### config.mk
export PLATFORM = sky130hd
export DESIGN_NAME = serializador_8p4_flat
export DESIGN_NICKNAME = d
export VERILOG_FILES = /design/src/rtl/serializador_8p4_if.sv /design/src/rtl/serializador_8p4.sv /design/src/flat_wrapper.sv
export SDC_FILE = /design/constraint.sdc
export NUM_CORES = 1
export LEC_CHECK = 0
export ABC_CLOCK_PERIOD_IN_PS = 2000
export BUFFER_PORTS_ARGS = -buffer_cell sky130_fd_sc_hd__buf_2
export CORE_UTILIZATION = 51
export CTS_CLUSTER_SIZE = 16
export DETAILED_ROUTE_END_ITERATION = 8
export GPL_ROUTABILITY_DRIVEN = 0
export PLACE_DENSITY = 0.75
export SYNTH_ARGS = -nofsm -noshare
export SYNTH_HDL_FRONTEND = slang
export SYNTH_SLANG_ARGS = --single-unit
### constraint.sdc
create_clock -name clock -period 2 [get_ports clock]
set_input_delay 0 -clock clock [delete_from_list [all_inputs] [get_ports clock]]
set_output_delay 0 -clock clock [all_outputs]
set_load 0.05 [all_outputs]
### src/rtl/serializador_8p4_if.sv
// rtl/serializador_8p4_if.sv - word input and nibble output handshake bundle
interface serializador_8p4_if;
    logic       modo;
    logic [7:0] entrada;
    logic       entrada_valida;
    logic       entrada_pronta;
    logic [3:0] saida;
    logic       saida_valida;
    logic       saida_pronta;
    logic       saida_ultimo;
    logic       perda;
    logic [7:0] contagem;

    modport master (
        output modo, entrada, entrada_valida, saida_pronta,
        input  entrada_pronta, saida, saida_valida, saida_ultimo, perda, contagem
    );

    modport slave (
        input  modo, entrada, entrada_valida, saida_pronta,
        output entrada_pronta, saida, saida_valida, saida_ultimo, perda, contagem
    );
endinterface

### src/rtl/serializador_8p4.sv
// rtl/serializador_8p4.sv - 8-bit to 4-bit serializer with split and truncate modes
module serializador_8p4 #(
    parameter bit ORDEM = 1'b0
) (
    input  logic              clock,
    input  logic              reset,
    serializador_8p4_if.slave bus
);
    typedef enum logic [1:0] {
        VAZIO = 2'd0,
        NIB0  = 2'd1,
        NIB1  = 2'd2
    } estado_t;

    estado_t    estado, estado_nx;
    logic [7:0] palavra, palavra_nx;
    logic       modo_r, modo_nx;
    logic [3:0] saida_r, saida_nx;
    logic       valida_r, valida_nx;
    logic       ultimo_r, ultimo_nx;
    logic       perda_r, perda_nx;
    logic [7:0] contagem_r;
    logic       saida_xfer, fim_xfer, entrada_pronta, entrada_xfer;

    // A new word may enter when idle or when the held word's final nibble leaves now.
    assign saida_xfer     = valida_r && bus.saida_pronta;
    assign fim_xfer       = saida_xfer && ultimo_r;
    assign entrada_pronta = (estado == VAZIO) || fim_xfer;
    assign entrada_xfer   = bus.entrada_valida && entrada_pronta;

    // The output stage looks ahead at the word and mode that will be held next cycle.
    assign palavra_nx = entrada_xfer ? bus.entrada : palavra;
    assign modo_nx    = entrada_xfer ? bus.modo : modo_r;

    // State, holding register, registered outputs and completed-word counter.
    always_ff @(posedge clock or negedge reset) begin
        if (!reset) begin
            estado     <= VAZIO;
            palavra    <= 8'h00;
            modo_r     <= 1'b0;
            saida_r    <= 4'h0;
            valida_r   <= 1'b0;
            ultimo_r   <= 1'b0;
            perda_r    <= 1'b0;
            contagem_r <= 8'h00;
        end else begin
            estado   <= estado_nx;
            palavra  <= palavra_nx;
            modo_r   <= modo_nx;
            saida_r  <= saida_nx;
            valida_r <= valida_nx;
            ultimo_r <= ultimo_nx;
            perda_r  <= perda_nx;
            if (fim_xfer) begin
                contagem_r <= contagem_r + 8'd1;
            end
        end
    end

    // Next state: advance only on an output transfer; reload directly when a word arrives.
    always_comb begin
        estado_nx = estado;
        case (estado)
            VAZIO: begin
                if (entrada_xfer) estado_nx = NIB0;
            end
            NIB0: begin
                if (saida_xfer) begin
                    if (!modo_r)           estado_nx = NIB1;
                    else if (entrada_xfer) estado_nx = NIB0;
                    else                   estado_nx = VAZIO;
                end
            end
            NIB1: begin
                if (saida_xfer) estado_nx = entrada_xfer ? NIB0 : VAZIO;
            end
            default: estado_nx = VAZIO;
        endcase
    end

    // Output values to register, decoded from the next state and the word it will hold.
    always_comb begin
        saida_nx  = saida_r;
        valida_nx = 1'b0;
        ultimo_nx = 1'b0;
        perda_nx  = 1'b0;
        case (estado_nx)
            NIB0: begin
                valida_nx = 1'b1;
                if (modo_nx) begin
                    saida_nx  = palavra_nx[3:0];
                    ultimo_nx = 1'b1;
                    perda_nx  = |palavra_nx[7:4];
                end else begin
                    saida_nx  = ORDEM ? palavra_nx[7:4] : palavra_nx[3:0];
                end
            end
            NIB1: begin
                valida_nx = 1'b1;
                ultimo_nx = 1'b1;
                saida_nx  = ORDEM ? palavra_nx[3:0] : palavra_nx[7:4];
            end
            default: begin
                saida_nx = saida_r;
            end
        endcase
    end

    assign bus.entrada_pronta = entrada_pronta;
    assign bus.saida          = saida_r;
    assign bus.saida_valida   = valida_r;
    assign bus.saida_ultimo   = ultimo_r;
    assign bus.perda          = perda_r;
    assign bus.contagem       = contagem_r;
endmodule

### src/flat_wrapper.sv
// flat-port wrapper written by rule: the top's interface ports become plain ports
module serializador_8p4_flat 
#(
    parameter bit ORDEM = 1'b0
)
  (clock, reset, bus_modo, bus_entrada, bus_entrada_valida, bus_saida_pronta, bus_entrada_pronta, bus_saida, bus_saida_valida, bus_saida_ultimo, bus_perda, bus_contagem);
  serializador_8p4_if bus_i ();
  input  logic clock;
  input  logic reset;
  input wire logic [$bits(bus_i.modo)-1:0] bus_modo;
  input wire logic [$bits(bus_i.entrada)-1:0] bus_entrada;
  input wire logic [$bits(bus_i.entrada_valida)-1:0] bus_entrada_valida;
  input wire logic [$bits(bus_i.saida_pronta)-1:0] bus_saida_pronta;
  output wire logic [$bits(bus_i.entrada_pronta)-1:0] bus_entrada_pronta;
  output wire logic [$bits(bus_i.saida)-1:0] bus_saida;
  output wire logic [$bits(bus_i.saida_valida)-1:0] bus_saida_valida;
  output wire logic [$bits(bus_i.saida_ultimo)-1:0] bus_saida_ultimo;
  output wire logic [$bits(bus_i.perda)-1:0] bus_perda;
  output wire logic [$bits(bus_i.contagem)-1:0] bus_contagem;
  assign bus_i.modo = bus_modo;
  assign bus_i.entrada = bus_entrada;
  assign bus_i.entrada_valida = bus_entrada_valida;
  assign bus_i.saida_pronta = bus_saida_pronta;
  assign bus_entrada_pronta = bus_i.entrada_pronta;
  assign bus_saida = bus_i.saida;
  assign bus_saida_valida = bus_i.saida_valida;
  assign bus_saida_ultimo = bus_i.saida_ultimo;
  assign bus_perda = bus_i.perda;
  assign bus_contagem = bus_i.contagem;
  serializador_8p4 #(.ORDEM(ORDEM)) u_core (.clock(clock), .reset(reset), .bus(bus_i));
endmodule
==> impl_table.tex <==
\begin{tabular}{lr}
\hline
Metric & Value \\
\hline
\multicolumn{2}{l}{\textbf{Layout}} \\
Ant diodes & 0 \\
Final cell utilization of the core & 72.1\% \\
Layout cell share with drive strength beyond 1 & 27.3\% \\
Syn-to-layout area delta & 28.0\% \\
Area taken by multi-input logic gates & 428 um\^{}2 \\
Layout filler cell count & 160 \\
Post-layout instance area & 1470 um\^{}2 \\
Area occupied by registers & 653 um\^{}2 \\
Number of nets in the finished design & 156 \\
\multicolumn{2}{l}{\textbf{Critical path}} \\
Critical-path cell with the highest stage delay & sky130\_fd\_sc\_hd\_\_dfrtp\_2 \\
Critical path startpoint category & register \\
Data required time at the worst endpoint & 2.20 ns \\
Critical path peak fanout & 8 \\
WS Path Type & register to register \\
Cells along the critical path & nand3\_1 -> o22ai\_1 -> a22oi\_1 -> ha\_2 -> nor2\_2 -> a222oi\_1 \\
Data arrival time of the critical path & 2.07 ns \\
CP Capture Type & register \\
Highest cell delay on the worst timing path & 0.43 ns \\
\multicolumn{2}{l}{\textbf{Placed design}} \\
Number of buffer cells added on primary ports & 28 \\
Placed cell areas & $\sim$1300 um\^{}2 \\
Half-perimeter wire length after placement & 1.57 mm \\
Setup slack at placement & 0.157 ns \\
\multicolumn{2}{l}{\textbf{Synthesis}} \\
Mean cell area of the mapped netlist & around 12 um\^{}2 \\
Most used DFF post-synth & sky130\_fd\_sc\_hd\_\_dfrtp\_1 \\
Synthesized netlist cell count & 99 \\
Cell area after synthesis & about 1100 um\^{}2 \\
Count of unique library cells instantiated by Yosys & 29 \\
Share of synthesized flip-flops with an asynchronous set or reset & 100\% \\
Post-synthesis net count & 115 \\
Synth warn & 0 \\
Post-synth EDFFs & 0 \\
Cell with the most instances after synthesis & sky130\_fd\_sc\_hd\_\_dfrtp\_1 \\
Sequential fraction of the synthesis area & 56.6\% \\
Flip-flop and latch count after synthesis & 26 \\
Post-synth top area share & 56.6\% \\
Largest cells by area after synthesis & sky130\_fd\_sc\_hd\_\_dfrtp\_1 57\%, sky130\_fd\_sc\_hd\_\_mux2i\_1 7.0\%, sky130\_fd\_sc\_hd\_\_inv\_1 5.5\%, sky130\_fd\_sc\_hd\_\_xnor2\_1 3.8\%, sky130\_fd\_sc\_hd\_\_a222oi\_1 3.5\% \\
Dominant cell type by area after synthesis & sky130\_fd\_sc\_hd\_\_dfrtp\_1 \\
Synth top cells by count & 26 x sky130\_fd\_sc\_hd\_\_dfrtp\_1, 17 x sky130\_fd\_sc\_hd\_\_inv\_1, 8 x sky130\_fd\_sc\_hd\_\_mux2i\_1, 6 x sky130\_fd\_sc\_hd\_\_nand2\_1, 5 x sky130\_fd\_sc\_hd\_\_xnor2\_1 \\
\multicolumn{2}{l}{\textbf{Drt}} \\
Residual DRC & 0 \\
Routed via count & 885 \\
Violation count after the first detailed-routing iteration & 30 \\
Post-DR wirelength/cell & between 10 and 15 um \\
Iteration count of the initial detailed-routing pass & 4 \\
Number of nets still failing antenna checks after routing & 0 \\
Total wire length after detailed routing & approximately 2.3 mm \\
Vias per cell & between 5 and 6 \\
\multicolumn{2}{l}{\textbf{Pwr}} \\
Max IR drop VDD & 0.000953 V \\
Total leakage power & 0.810 nW \\
Power density relative to cell area & 1630 nW/um\^{}2 \\
\multicolumn{2}{l}{\textbf{Floorplanning}} \\
I/O Pins & 29 \\
Effective utilization at floorplan & 56.3\% \\
Overall die area & approximately 2400 um\^{}2 \\
Floorplan die width & $\sim$49 um \\
Die Height & 49.5 um \\
Core area & 2040 um\^{}2 \\
Site Rows & 16 \\
\multicolumn{2}{l}{\textbf{Timing}} \\
Max Clk Rate & 535 MHz \\
Final Skew & approximately 0.0025 ns \\
Finish-stage setup viols & 0 \\
Unrepaired setup endpoints after global routing & no \\
Total negative slack & 0 ns \\
Min setup slack post-route & 0.131 ns \\
Fin crit period & 1.87 ns \\
Max Slew Vio Count & 0 \\
Max-slew headroom at the worst pin & 62.6\% \\
Final Hold Vio Count & 0 \\
Fraction of the cycle the final worst path needs & 93.4\% \\
Transition time of the tightest slew-check pin & 0.561 ns \\
\multicolumn{2}{l}{\textbf{GRT}} \\
Global-route wire length before repair & 4.01 mm \\
GRT Resource Usage Total & 21.6\% \\
Grt total ovfl & 0 \\
Antenna violations before repair & 0 \\
Number of global-route vias before repair & 906 \\
Maximum number of pins on one net before global-route repair & 27 \\
\multicolumn{2}{l}{\textbf{CTS}} \\
CTS root buf & sky130\_fd\_sc\_hd\_\_clkbuf\_4 \\
Reg clk slew, reported paths & 0.14 ns \\
\# H-tree levels & 1 \\
Number of buffers on the longest clock path & 2 \\
CTS Buf Count & 3 \\
Source-to-sink clock delay at the later pin of the worst-skew pair & 0.31 ns \\
Clock tree from TritonCTS & done \\
TritonCTS sink count & 26 \\
\multicolumn{2}{l}{\textbf{Flow run}} \\
Max-cap check violation count & 0 \\
\multicolumn{2}{l}{\textbf{Run status}} \\
Run status & complete, no violations \\
\multicolumn{2}{l}{\textbf{Worst hold path}} \\
Path category of the worst min-delay check & input pin to register \\
\hline
\end{tabular}
-- layout by cell type (no fill, tap or decap), types with 2 or more instances in the layout --
| cell | instances |
|---|---|
| sky130_fd_sc_hd__a222oi_1 | 4 |
| sky130_fd_sc_hd__and3_1 | 2 |
| sky130_fd_sc_hd__and4_1 | 2 |
| sky130_fd_sc_hd__buf_2 | 28 |
| sky130_fd_sc_hd__clkbuf_4 | 3 |
| sky130_fd_sc_hd__dfrtp_1 | 24 |
| sky130_fd_sc_hd__dfrtp_2 | 2 |
| sky130_fd_sc_hd__dlygate4sd3_1 | 10 |
| sky130_fd_sc_hd__ha_1 | 2 |
| sky130_fd_sc_hd__inv_1 | 17 |
| sky130_fd_sc_hd__mux2i_1 | 8 |
| sky130_fd_sc_hd__nand2_1 | 6 |
| sky130_fd_sc_hd__nand3_1 | 4 |
| sky130_fd_sc_hd__nor2_2 | 2 |
| sky130_fd_sc_hd__xnor2_1 | 5 |
| sky130_fd_sc_hd__xor2_1 | 2 |
-- registers in the layout, indices dropped and copies added (netlist names) --
name and cells:
u_core.palavra 8, u_core.estado 2, u_core.bus.perda 1, u_core.modo_r 1, u_core.bus.contagem 8, u_core.bus.saida 4, u_core.bus.saida_valida 1, u_core.bus.saida_ultimo 1
-- stage by stage --
stage	total power, mW	instances	hold slack [ns]
after global routing	2.55	166	0.0578
after detailed placement	2.01	152	0.0257
after CTS	2.38	166	0.0471
final	2.40	166	0.0548
after floorplan	1.74	99	-0.296
after global placement	1.97	152	0.0224
-- worst max-delay path: cells and delay by family, from the launching register on --
| family | cells | cell delay [ns] |
|---|---|---|
| compound gates | 3 | 0.66 |
| fa+ha+maj | 1 | 0.42 |
| flops | 1 | 0.43 |
| simple gates | 2 | 0.26 |
-- final cells by class --
cell class / instances / area share, %
sequential: 26 / 44.4
multi-input combinational: 54 / 29.1
timing repair buffer: 38 / 16.3
tap: 27 / 2.30
clock inverter: 1 / 2.04
clock buffer: 3 / 1.53
inverter: 17 / 4.34
-- layer usage --
| layer | part of all wire, % | GRT usage [%] |
|---|---|---|
| met1 | 44 | 27.1 |
| met2 | 51 | 37.4 |
| met3 | 3.5 | 4.32 |
| met4 | 1.8 | 6.67 |
| met5 | 0 | 0 |
-- cell families after synthesis --
logic type | share of synthesized area (%)
buffers and inverters | 6.85
AO/OA/AOI/OAI | 11.4
adder cells (fa/ha/maj) | 3.26
AND/OR/NAND/NOR | 9.58
multiplexers | 6.96
flip-flops | 56.6
XOR/XNOR | 5.33
-- where the power goes --
group          switching (mW)  internal [mW]
Combinational           0.789          0.387
Clock                   0.154          0.202
Sequential              0.136          0.733
Total                    1.08           1.32
-- path summary, 6_finish.rpt --
kind | startpoint | slack [ns] | depth (start not counted) | endpoint
hold reg to reg | u_core.bus.contagem[7]$_DFFE_PN0P_ | 0.48 | 1 | u_core.bus.contagem[7]$_DFFE_PN0P_
min in group asynchronous | reset | 0.19 | 2 | u_core.bus.contagem[0]$_DFFE_PN0P_
max in group asynchronous | reset | 1.42 | 2 | u_core.bus.saida_valida$_DFF_PN0_
setup / recovery | u_core.bus.saida_ultimo$_DFF_PN0_ | 0.13 | 6 | u_core.bus.saida[2]$_DFFE_PN0P_
setup reg to reg | u_core.bus.saida_ultimo$_DFF_PN0_ | 0.13 | 6 | u_core.bus.saida[2]$_DFFE_PN0P_
hold / removal | bus_saida_pronta | 0.05 | 3 | u_core.bus.contagem[0]$_DFFE_PN0P_
-- timing repair --
| item | in CTS | in global routing |
|---|---|---|
| endpoints found under the setup margin | 0 | 4 |
| gates resized for setup | 0 | 3 |
| hold endpoints to repair | 35 | 0 |
| hold buffers | 10 | 0 |
| buffers inserted | 0 | 0 |
No activity file was read; power rests on OpenSTA's default activity.
